### src/rtl/square_root_arbiter.sv
// Round-robin arbiter that shares one square-root unit among NUM_REQ requesters,
// with a per-transaction timeout that reports an error result.

`ifndef WIDTH
`define WIDTH 32
`endif
`ifndef LONG_WIDTH
`define LONG_WIDTH 64
`endif
`ifndef SCALE
`define SCALE 17
`endif

// state | meaning
// IDLE  | waiting for any request; round-robin pick from the pointer
// ISSUE | grant pulse to the winner, start strobe to the unit
// WAIT  | waiting for the unit result or the timeout
// DONE  | done pulse with result/error, pointer moves past the winner
module square_root_arbiter #(
  parameter int NUM_REQ = 4,
  parameter int TIMEOUT = 8
) (
  input  logic                            Clock,
  input  logic                            Reset,
  input  logic [NUM_REQ-1:0]              iRequest,
  input  logic [NUM_REQ*`LONG_WIDTH-1:0]  iOperands,
  output logic [NUM_REQ-1:0]              oGrant,
  output logic [NUM_REQ-1:0]              oDone,
  output logic [`WIDTH-1:0]               oResult,
  output logic                            oError,
  output logic                            oBusy,
  output logic [`LONG_WIDTH-1:0]          oSqrtOperand,
  output logic                            oSqrtInputReady,
  input  logic                            iSqrtOutputReady,
  input  logic [`WIDTH-1:0]               iSqrtResult
);

  localparam int IDX_W = (NUM_REQ > 1) ? $clog2(NUM_REQ) : 1;
  localparam int LW = `LONG_WIDTH;
  localparam int W = `WIDTH;
  localparam logic [7:0] CNT_LAST = 8'(TIMEOUT - 1);
  localparam logic [IDX_W-1:0] IDX_LAST = IDX_W'(NUM_REQ - 1);

  typedef enum logic [1:0] {S_IDLE, S_ISSUE, S_WAIT, S_DONE} state_t;

  state_t           state_q, state_d;
  logic [IDX_W-1:0] ptr_q, ptr_d;
  logic [IDX_W-1:0] winner_q, winner_d;
  logic [7:0]       cnt_q, cnt_d;
  logic [LW-1:0]    operand_q, operand_d;
  logic             err_q, err_d;
  logic [W-1:0]     result_q, result_d;

  logic [IDX_W-1:0] sel_idx;
  logic             sel_found;

  function automatic logic [IDX_W-1:0] rot_idx(input logic [IDX_W-1:0] base, input int k);
    int s;
    s = int'(base) + k;
    if (s >= NUM_REQ) s = s - NUM_REQ;
    return IDX_W'(s);
  endfunction

  // Scan downward so the closest requester at or above the pointer is written last.
  always_comb begin
    sel_idx   = ptr_q;
    sel_found = |iRequest;
    for (int k = NUM_REQ - 1; k >= 0; k--) begin
      if (iRequest[rot_idx(ptr_q, k)]) sel_idx = rot_idx(ptr_q, k);
    end
  end

  always_comb begin
    state_d   = state_q;
    ptr_d     = ptr_q;
    winner_d  = winner_q;
    cnt_d     = cnt_q;
    operand_d = operand_q;
    err_d     = err_q;
    result_d  = result_q;
    case (state_q)
      S_IDLE: begin
        if (sel_found) begin
          winner_d  = sel_idx;
          operand_d = iOperands[int'(sel_idx)*LW +: LW];
          state_d   = S_ISSUE;
        end
      end
      S_ISSUE: begin
        cnt_d   = '0;
        state_d = S_WAIT;
      end
      S_WAIT: begin
        if (iSqrtOutputReady) begin
          result_d = iSqrtResult;
          err_d    = 1'b0;
          state_d  = S_DONE;
        end else if (cnt_q == CNT_LAST) begin
          result_d = '0;
          err_d    = 1'b1;
          state_d  = S_DONE;
        end else begin
          cnt_d = cnt_q + 8'd1;
        end
      end
      S_DONE: begin
        ptr_d   = (winner_q == IDX_LAST) ? '0 : winner_q + 1'b1;
        state_d = S_IDLE;
      end
      default: state_d = S_IDLE;
    endcase
  end

  always_ff @(posedge Clock) begin
    if (Reset) begin
      state_q   <= S_IDLE;
      ptr_q     <= '0;
      winner_q  <= '0;
      cnt_q     <= '0;
      operand_q <= '0;
      err_q     <= 1'b0;
      result_q  <= '0;
    end else begin
      state_q   <= state_d;
      ptr_q     <= ptr_d;
      winner_q  <= winner_d;
      cnt_q     <= cnt_d;
      operand_q <= operand_d;
      err_q     <= err_d;
      result_q  <= result_d;
    end
  end

  always_comb begin
    oGrant = '0;
    oDone  = '0;
    if (state_q == S_ISSUE) oGrant[winner_q] = 1'b1;
    if (state_q == S_DONE) oDone[winner_q] = 1'b1;
  end

  assign oSqrtInputReady = (state_q == S_ISSUE);
  assign oError          = (state_q == S_DONE) & err_q;
  assign oBusy           = (state_q != S_IDLE);
  assign oSqrtOperand    = operand_q;
  assign oResult         = result_q;

endmodule

### config.mk
export PLATFORM = sky130hd
export DESIGN_NAME = square_root_arbiter
export DESIGN_NICKNAME = d
export VERILOG_FILES = /design/src/rtl/square_root_arbiter.sv
export SDC_FILE = /design/constraint.sdc
export NUM_CORES = 1
export LEC_CHECK = 0
export CAP_MARGIN = 20
export CORE_AREA = 2 2 157 159
export DETAILED_ROUTE_END_ITERATION = 8
export DIE_AREA = 0 0 159 161
export GPL_ROUTABILITY_DRIVEN = 0
export PLACE_DENSITY_LB_ADDON = 0.12
export SLEW_MARGIN = 20
export SYNTH_ARGS = -nofsm -noshare
export SYNTH_HDL_FRONTEND = slang
export SYNTH_SLANG_ARGS = --single-unit
### constraint.sdc
create_clock -name Clock -period 1.7 [get_ports Clock]
set_input_delay 0.34 -clock Clock [delete_from_list [all_inputs] [get_ports Clock]]
set_output_delay 0.34 -clock Clock [all_outputs]
set_load 0.02 [all_outputs]
==> results.md, run 1 <==
- Floorplan core area: 23960 um2
- Starting utilization of the core area: 23.43%
- Endpoint of the worst register-to-register path: oSqrtOperand[7]
- Maximum number of pins on one net before global-route repair: 43
- CP Class: reg -> reg
- Hold-critical path endpoint: cnt_q[1]
- Clock Latency Late Sink: 0.36 ns
- Portion of the clock cycle consumed by the worst path in the final layout: 107.5%
- Footprint of the flip-flops and latches: 2236 um2
- Post-synthesis sequential area ratio: 39.58%
- PD cells: 1084 nW/um2
- Worst hold path stage count: 2
- Critical path peak fanout: 14
- Post-Syn Instances: 590
- Number of buffers on the longest clock path: 2
- Final Critical Period: 1.827 ns
- Launch point of the worst hold path: cnt_q[1]
- R2R Path Start: ptr_q[1]
- Number of distinct library cells after synthesis: 42
- Hold Vio Cnt, Final: 0
- Clock net sink count: 111
- Hold crit path type: reg -> reg
- Synthesized net count: 894
- Die footprint: 25600 um2
- Number of synthesized flops with an enable pin: 0
- Commonest non-fill, non-tap cell in the layout: sky130_fd_sc_hd__clkdlybuf4s50_1
- Clk pin slew, worst setup/hold paths: 0.08 ns
- Parity-gate share of the synthesized area counting xor and xnor cells: 0.9360%
- Die Span X: 159 um
- GR Util All Layers: 20.38%
- Combinational family with the most area after synthesis: compound AO/OA/AOI/OAI gates
- # fillers: 2273
- Number of max-cap violations: 0
- Post-layout net count: 1329
- Clock root buffer master: sky130_fd_sc_hd__clkbuf_16
- P&R area growth vs syn: 108.6%
- Global-route wire length before repair: 40.63 mm
- Total number of vias: 6660
- Synthesized-area fraction occupied by adder cells: 2.006%
- Synth warn: 0
- Largest vdd supply drop: 0.5197 mV
- Vias per cell: 4.912
- Chip Height: 161 um
- Static leakage: 4.735 nW
- Post-synthesis average cell area: 9.515 um2
- Worst max-slew margin expressed relative to the limit: 68.65%
- Run status: finished, violations left
- Design Power: 12.70 mW
- Worst setup skew after layout: 0.009269 ns
- TritonCTS clock tree: done
- Setup repair after global routing missed its margin: yes
- Failing checks: negative setup slack
- Final antenna-violating net count: 0
- Via count of the first global-routing pass: 6741
- Share of synthesized area spent on multiplexers: 12.12%
- Final setup violation count: 64
- Total Routed Length: 28.03 mm
- Post-synthesis register bit count: 111
- Setup TNS after final layout: -4.671 ns
- Number of placed I/O pins: 402
- Syn Std Cell Area: 5614 um2
- Num CTS Buffers: 9
- Type of destination of the critical path: flip-flop
- Slack of the critical path: -0.1274 ns
- Synthesized-area fraction occupied by and/or/nand/nor cells: 13.06%
- Drt first-iter violations: 287
- Signal arrival time at the worst endpoint: 2.11 ns
- Required time at the endpoint of the critical path: 1.98 ns
- Category of the worst setup path launch point: flip-flop
- Commonest cells after routing, fill and taps aside: sky130_fd_sc_hd__clkdlybuf4s50_1 (327), sky130_fd_sc_hd__dfxtp_1 (106), sky130_fd_sc_hd__o211ai_1 (66), sky130_fd_sc_hd__nand3_1 (53), sky130_fd_sc_hd__a32oi_1 (52)
- DPL Wire Length: 20.10 mm
- Top achievable clock speed: 547.2 MHz
- Proportion of layout cells with a drive suffix above 1: 18.64%
- Count of standard-cell rows: 57
- Worst-case register-to-register setup slack: -0.13 ns
- Count of port buffers added during placement: 401
- Worst r2r path cells: 7
- Multi-input gate area in the final layout: 3497 um2
- Number of antenna violations at the first check in global routing: 3
- First-pass detailed-route iteration total: 4
- Synth Area in Compound Gates: 25.92%
- Final number of max-transition violations: 0
- DR DRC count: 0
- Actual transition at the worst max-transition pin: 0.4702 ns
- Proportion of synthesized flip-flops having asynchronous set or reset: 0%
- Post-synth top flop: sky130_fd_sc_hd__dfxtp_1
- Post-DR wirelength/cell: 20.67 um
- Maximum level of the CTS H-tree: 3
- Aggregate global routing overflow: 0
## power breakdown
group	internal [mW]	switching, mW
clock	1.46	1.10
combinational	3.27	3.16
sequential	3.30	0.393
total	8.04	4.66
## worst max-delay path, stage by stage (launching register included)
cell and delay, ns:
sky130_fd_sc_hd__dfxtp_2 0.34, sky130_fd_sc_hd__or3_1 0.36, sky130_fd_sc_hd__nand4b_1 0.22, sky130_fd_sc_hd__nand2_4 0.16, sky130_fd_sc_hd__buf_4 0.18, sky130_fd_sc_hd__buf_12 0.15
sky130_fd_sc_hd__mux2i_4 0.19, sky130_fd_sc_hd__o211ai_1 0.15
## cell type report
| type | count | share of cell area (%) |
|---|---|---|
| Timing Repair Buffer | 486 | 44.30 |
| Multi-Input combinational cell | 411 | 29.87 |
| Sequential cell | 111 | 19.10 |
| Tap cell | 324 | 3.462 |
| Clock buffer | 9 | 1.923 |
| Clock inverter | 7 | 1.069 |
| Inverter | 6 | 0.2351 |
| Antenna cell | 2 | 0.04274 |
## registers in the layout (all words and copies together) (netlist names)
signal and flops:
oSqrtOperand 64, oResult 32, state_q 2, ptr_q 2, winner_q 2, err_q 1
cnt_q 8
## stage by stage
step,hold WS [ns],area (um2),utilization (%),setup slack (ns),std cells
2_1_floorplan,0.4444,5614,-,0.02206,590
3_3_place_gp,0.4606,10350,43.19,-0.7380,1313
3_5_place_dp,0.4664,10350,43.19,-0.7855,1313
4_1_cts,0.4775,11150,46.53,-0.1317,1346
5_1_grt,0.5026,11710,48.85,-0.2275,1355
6_report,0.4754,11710,48.86,-0.1274,1356
## cell usage after synthesis (all sizes together) (5+ instances only)
| master | instances | share of area (%) |
|---|---|---|
| clkbuf | 20 | 1.3 |
| ha | 9 | 2.0 |
| a22oi | 32 | 4.3 |
| a32oi | 64 | 10 |
| inv | 5 | 0.33 |
| nand3 | 64 | 5.7 |
| xor2 | 6 | 0.94 |
| a21oi | 5 | 0.45 |
| nor2 | 48 | 3.3 |
| and2 | 13 | 1.4 |
| dfxtp | 111 | 40 |
| mux2i | 68 | 12 |
| buf | 42 | 4.6 |
| o211ai | 66 | 8.8 |
## routing by layer
metal | up-vias | global-route usage [%] | wire length [um]
met3 | 32 | 6.266 | 2040
met4 | 2 | 6.364 | 570
li1 | 3181 | - | -
met5 | - | 0 | 13
met2 | 250 | 35.89 | 14190
met1 | 3195 | 23.75 | 11210
## worst max-delay path by stage
| stage | slack, ns | cells after the start | endpoint | start |
|---|---|---|---|---|
| after floorplan | 0.02 | 9 | oSqrtOperand[62] | state_q[0] |
| after global placement | -0.74 | 7 | oSqrtOperand[27] | iRequest[3] |
| after detailed placement | -0.79 | 7 | oSqrtOperand[27] | iRequest[3] |
| after CTS | -0.13 | 7 | oSqrtOperand[48] | ptr_q[1] |
| after global routing | -0.23 | 7 | oSqrtOperand[48] | ptr_q[1] |
| final | -0.13 | 7 | oSqrtOperand[7] | ptr_q[1] |
## cells by family after synthesis
group | count (synthesis)
AOI/OAI and AO/OA | 181
xor gates and xnor gates | 6
adders and majority gates | 9
muxes | 68
buffers and inverters | 68
DFF | 111
and+or+nand+nor | 147
## what timing repair did
item                                    CTS  global route
pin swaps                                 6            36
endpoints found under the setup margin  100           139
hold buffers                              0             0
setup buffers                            13             4
resized for setup                       140           108
gates cloned                              5             9
Power figures use the tool's default switching activity.
==> run 2: changes to the inputs <==
==> constraint.sdc (replaced) <==
create_clock -name Clock -period 1.7 [get_ports Clock]
set_input_delay 0.34 -clock Clock [delete_from_list [all_inputs] [get_ports Clock]]
set_output_delay 0.34 -clock Clock [all_outputs]
set_load 0.005 [all_outputs]
==> results.md, run 2 (synthesized netlist as in run 1, its figures left out) <==
- Hold Vio Cnt, Final: 0 (unchanged)
- Worst max-slew margin expressed relative to the limit: 67.71% (-0.94 points)
- Starting utilization of the core area: 23.43% (unchanged)
- Chip Height: 161 um (unchanged)
- Category of the worst setup path launch point: flip-flop
- Largest vdd supply drop: 0.5665 mV (+9.0%)
- Endpoint of the worst register-to-register path: oSqrtOperand[36]
- Number of max-cap violations: 0 (unchanged)
- Type of destination of the critical path: flip-flop
- Vias per cell: 4.961 (+1.0%)
- Clock Latency Late Sink: 0.36 ns (about the same)
- Static leakage: 4.358 nW (-8.0%)
- Worst-case register-to-register setup slack: -0.11 ns (+0.02 ns)
- Footprint of the flip-flops and latches: 2233 um2 (-0.11%)
- Setup Slack @ Placement: -0.7902 ns (-0.004737 ns)
- First-pass detailed-route iteration total: 4 (unchanged)
- Final core utilization: 51.68% (+2.8 points)
- Commonest cells after routing, fill and taps aside: sky130_fd_sc_hd__clkdlybuf4s50_1 (386), sky130_fd_sc_hd__dfxtp_1 (104), sky130_fd_sc_hd__o211ai_1 (66), sky130_fd_sc_hd__mux2i_1 (55), sky130_fd_sc_hd__nor2_1 (47)
- Slack of the critical path: -0.1076 ns (+0.01988 ns)
- Global-route wire length before repair: 44.70 mm (+10%)
- Worst hold path stage count: 2 (unchanged)
- Commonest non-fill, non-tap cell in the layout: sky130_fd_sc_hd__clkdlybuf4s50_1
- Multi-input gate area in the final layout: 3621 um2 (+3.5%)
- # fillers: 2217 (-2.5%)
- Maximum level of the CTS H-tree: 3 (unchanged)
- P&R area growth vs syn: 120.6%
- Hold-critical path endpoint: cnt_q[0]
- Count of port buffers added during placement: 401 (unchanged)
- Design Area, Final: 12380 um2 (+5.8%)
- Highest cell delay on the worst timing path: 0.34 ns (-0.02 ns)
- Cell with the biggest individual delay on the critical path: sky130_fd_sc_hd__dfxtp_2
- DP Cell Count: 1313 (unchanged)
- Design Power: 12.43 mW (-2.1%)
- Hold crit path type: reg -> reg
- Number of antenna violations at the first check in global routing: 5 (+2)
- Number of buffers on the longest clock path: 2 (unchanged)
- Maximum number of pins on one net before global-route repair: 43 (unchanged)
- Final number of max-transition violations: 0 (unchanged)
- Required time at the endpoint of the critical path: 1.92 ns (-0.06 ns)
- DR DRC count: 0 (unchanged)
- Proportion of layout cells with a drive suffix above 1: 23.26% (+4.6 points)
- Floorplan core area: 23960 um2 (unchanged)
- Post-layout net count: 1361 (+2.4%)
- CP Class: reg -> reg
- Run status: finished, violations left
- Final Critical Period: 1.808 ns (-0.01988 ns)
- Cells along the critical path: nand2b_4, nand4b_1, buf_4, and2_4, buf_12, buf_12, a32oi_1, o211ai_1
- R2R Path Start: ptr_q[0]
- Launch point of the worst hold path: cnt_q[0]
- Critical path peak fanout: 17 (+3)
- Worst r2r path cells: 8 (+1)
- Clock root buffer master: sky130_fd_sc_hd__clkbuf_16
- Num CTS Buffers: 9 (unchanged)
- Final standard cell count with taps included and fillers excluded: 1388 (+2.4%)
- Die footprint: 25600 um2 (unchanged)
- Final setup violation count: 59 (-7.8%)
- Top achievable clock speed: 553.2 MHz (+1.1%)
- PD cells: 1004 nW/um2 (-7.4%)
- Total number of vias: 6886 (+3.4%)
- Worst setup skew after layout: 0.01172 ns (+0.002448 ns)
- Cell with the most instances on the worst path: sky130_fd_sc_hd__buf_12
- Number of placed I/O pins: 402 (unchanged)
- Cell family with most CP delay: buffers and inverters
- DPL Wire Length: 20.20 mm (+0.52%)
- TritonCTS clock tree: done
- Actual transition at the worst max-transition pin: 0.4843 ns (+0.01406 ns)
- Clock net sink count: 111 (unchanged)
- Number of buffers and inverters on the critical path: 3 (+1)
- Max reg flops: 64 (unchanged)
- Signal arrival time at the worst endpoint: 2.03 ns (-0.08 ns)
- Via count of the first global-routing pass: 7006 (+3.9%)
- Count of standard-cell rows: 57 (unchanged)
- Final antenna-violating net count: 0 (unchanged)
- Post-DR wirelength/cell: 21.65 um (+4.8%)
- Total Routed Length: 30.06 mm (+7.2%)
- Setup repair after global routing missed its margin: yes
- Drt first-iter violations: 291 (+1.4%)
- Die Span X: 159 um (unchanged)
- Portion of the clock cycle consumed by the worst path in the final layout: 106.3% (-1.2 points)
- Failing checks: negative setup slack
- Clk pin slew, worst setup/hold paths: 0.08 ns (about the same)
- Post-placement cell area: 10360 um2 (+0.12%)
- Aggregate global routing overflow: 0 (unchanged)
- GR Util All Layers: 22.58% (+2.2 points)
run 2: changes by cell type in the layout (fill, tap and decap cells not counted), moves of 14 or more:
cell,change
sky130_fd_sc_hd__buf_16,+14
sky130_fd_sc_hd__clkdlybuf4s50_1,+59
sky130_fd_sc_hd__dlygate4sd2_1,-26
sky130_fd_sc_hd__dlymetal6s2s_1,-34
sky130_fd_sc_hd__nand3_1,-18
sky130_fd_sc_hd__nand3_2,+17
run 2: worst max-delay path by stage:
| stage | from | end | slack (ns) | depth (start not counted) |
|---|---|---|---|---|
| final | ptr_q[0] | oSqrtOperand[36] | -0.11 | 8 |
| after global routing | state_q[0] | oSqrtOperand[27] | -0.21 | 10 |
| after CTS | state_q[1] | oSqrtOperand[36] | -0.13 | 11 |
| after detailed placement | iRequest[3] | oSqrtOperand[27] | -0.79 | 7 |
| after global placement | iRequest[3] | oSqrtOperand[27] | -0.78 | 7 |
| after floorplan | state_q[0] | oSqrtOperand[62] | 0.02 | 9 |
run 2: power breakdown:
part | total (mW) | internal (mW) | switching [mW] | leakage, nW
Combinational | 6.48 | 3.87 | 2.60 | 3.30
Clock | 2.23 | 1.15 | 1.08 | 0.150
Sequential | 3.73 | 3.30 | 0.431 | 0.912
Total | 12.4 | 8.32 | 4.11 | 4.36
run 2: per-layer routing:
metal  global-route usage, %  share of wire (%)
met5                       0               0.11
met4                   6.322                2.3
met3                   6.754                8.2
met2                   39.15                 50
met1                   27.18                 40
run 2: what timing repair did:
item | CTS | global route
resized for setup | 164 | 70
setup endpoints to repair | 75 | 110
hold buffers | 0 | 0
pin swaps | 59 | 77
gates cloned | 22 | 7
buffers inserted | 36 | 5
run 2: worst reg2reg max path, stage by stage, from the launching register on:
cell and delay [ns]:
sky130_fd_sc_hd__dfxtp_2 0.34, sky130_fd_sc_hd__nand2b_4 0.12, sky130_fd_sc_hd__nand4b_1 0.21, sky130_fd_sc_hd__buf_4 0.21, sky130_fd_sc_hd__and2_4 0.15, sky130_fd_sc_hd__buf_12 0.14
sky130_fd_sc_hd__buf_12 0.16, sky130_fd_sc_hd__a32oi_1 0.20, sky130_fd_sc_hd__o211ai_1 0.14
run 2: metrics by stage:
stage | hold WS, ns | setup TNS (ns)
4_1_cts | 0.4825 | -5.007
6_report | 0.4816 | -2.788
5_1_grt | 0.5008 | -10.52
3_3_place_gp | 0.4630 | -42.08
2_1_floorplan | 0.4444 | 0
3_5_place_dp | 0.4696 | -43.13
run 2: area by class of cell:
type / instances / area share, %
flip-flops and latches: 111 / 18.03
clock buffers: 9 / 1.819
well taps: 324 / 3.273
diodes: 2 / 0.04041
inverters: 6 / 0.1819
clock inverters: 7 / 0.5759
repair buffers: 518 / 46.84
multi-input cells: 411 / 29.24
==> run 3: changes to the inputs <==
- GPL_ROUTABILITY_DRIVEN: 0 -> unset
==> results of run 3 <==
Same layout as run 2: the final DEF is identical, and so are final timing and power.
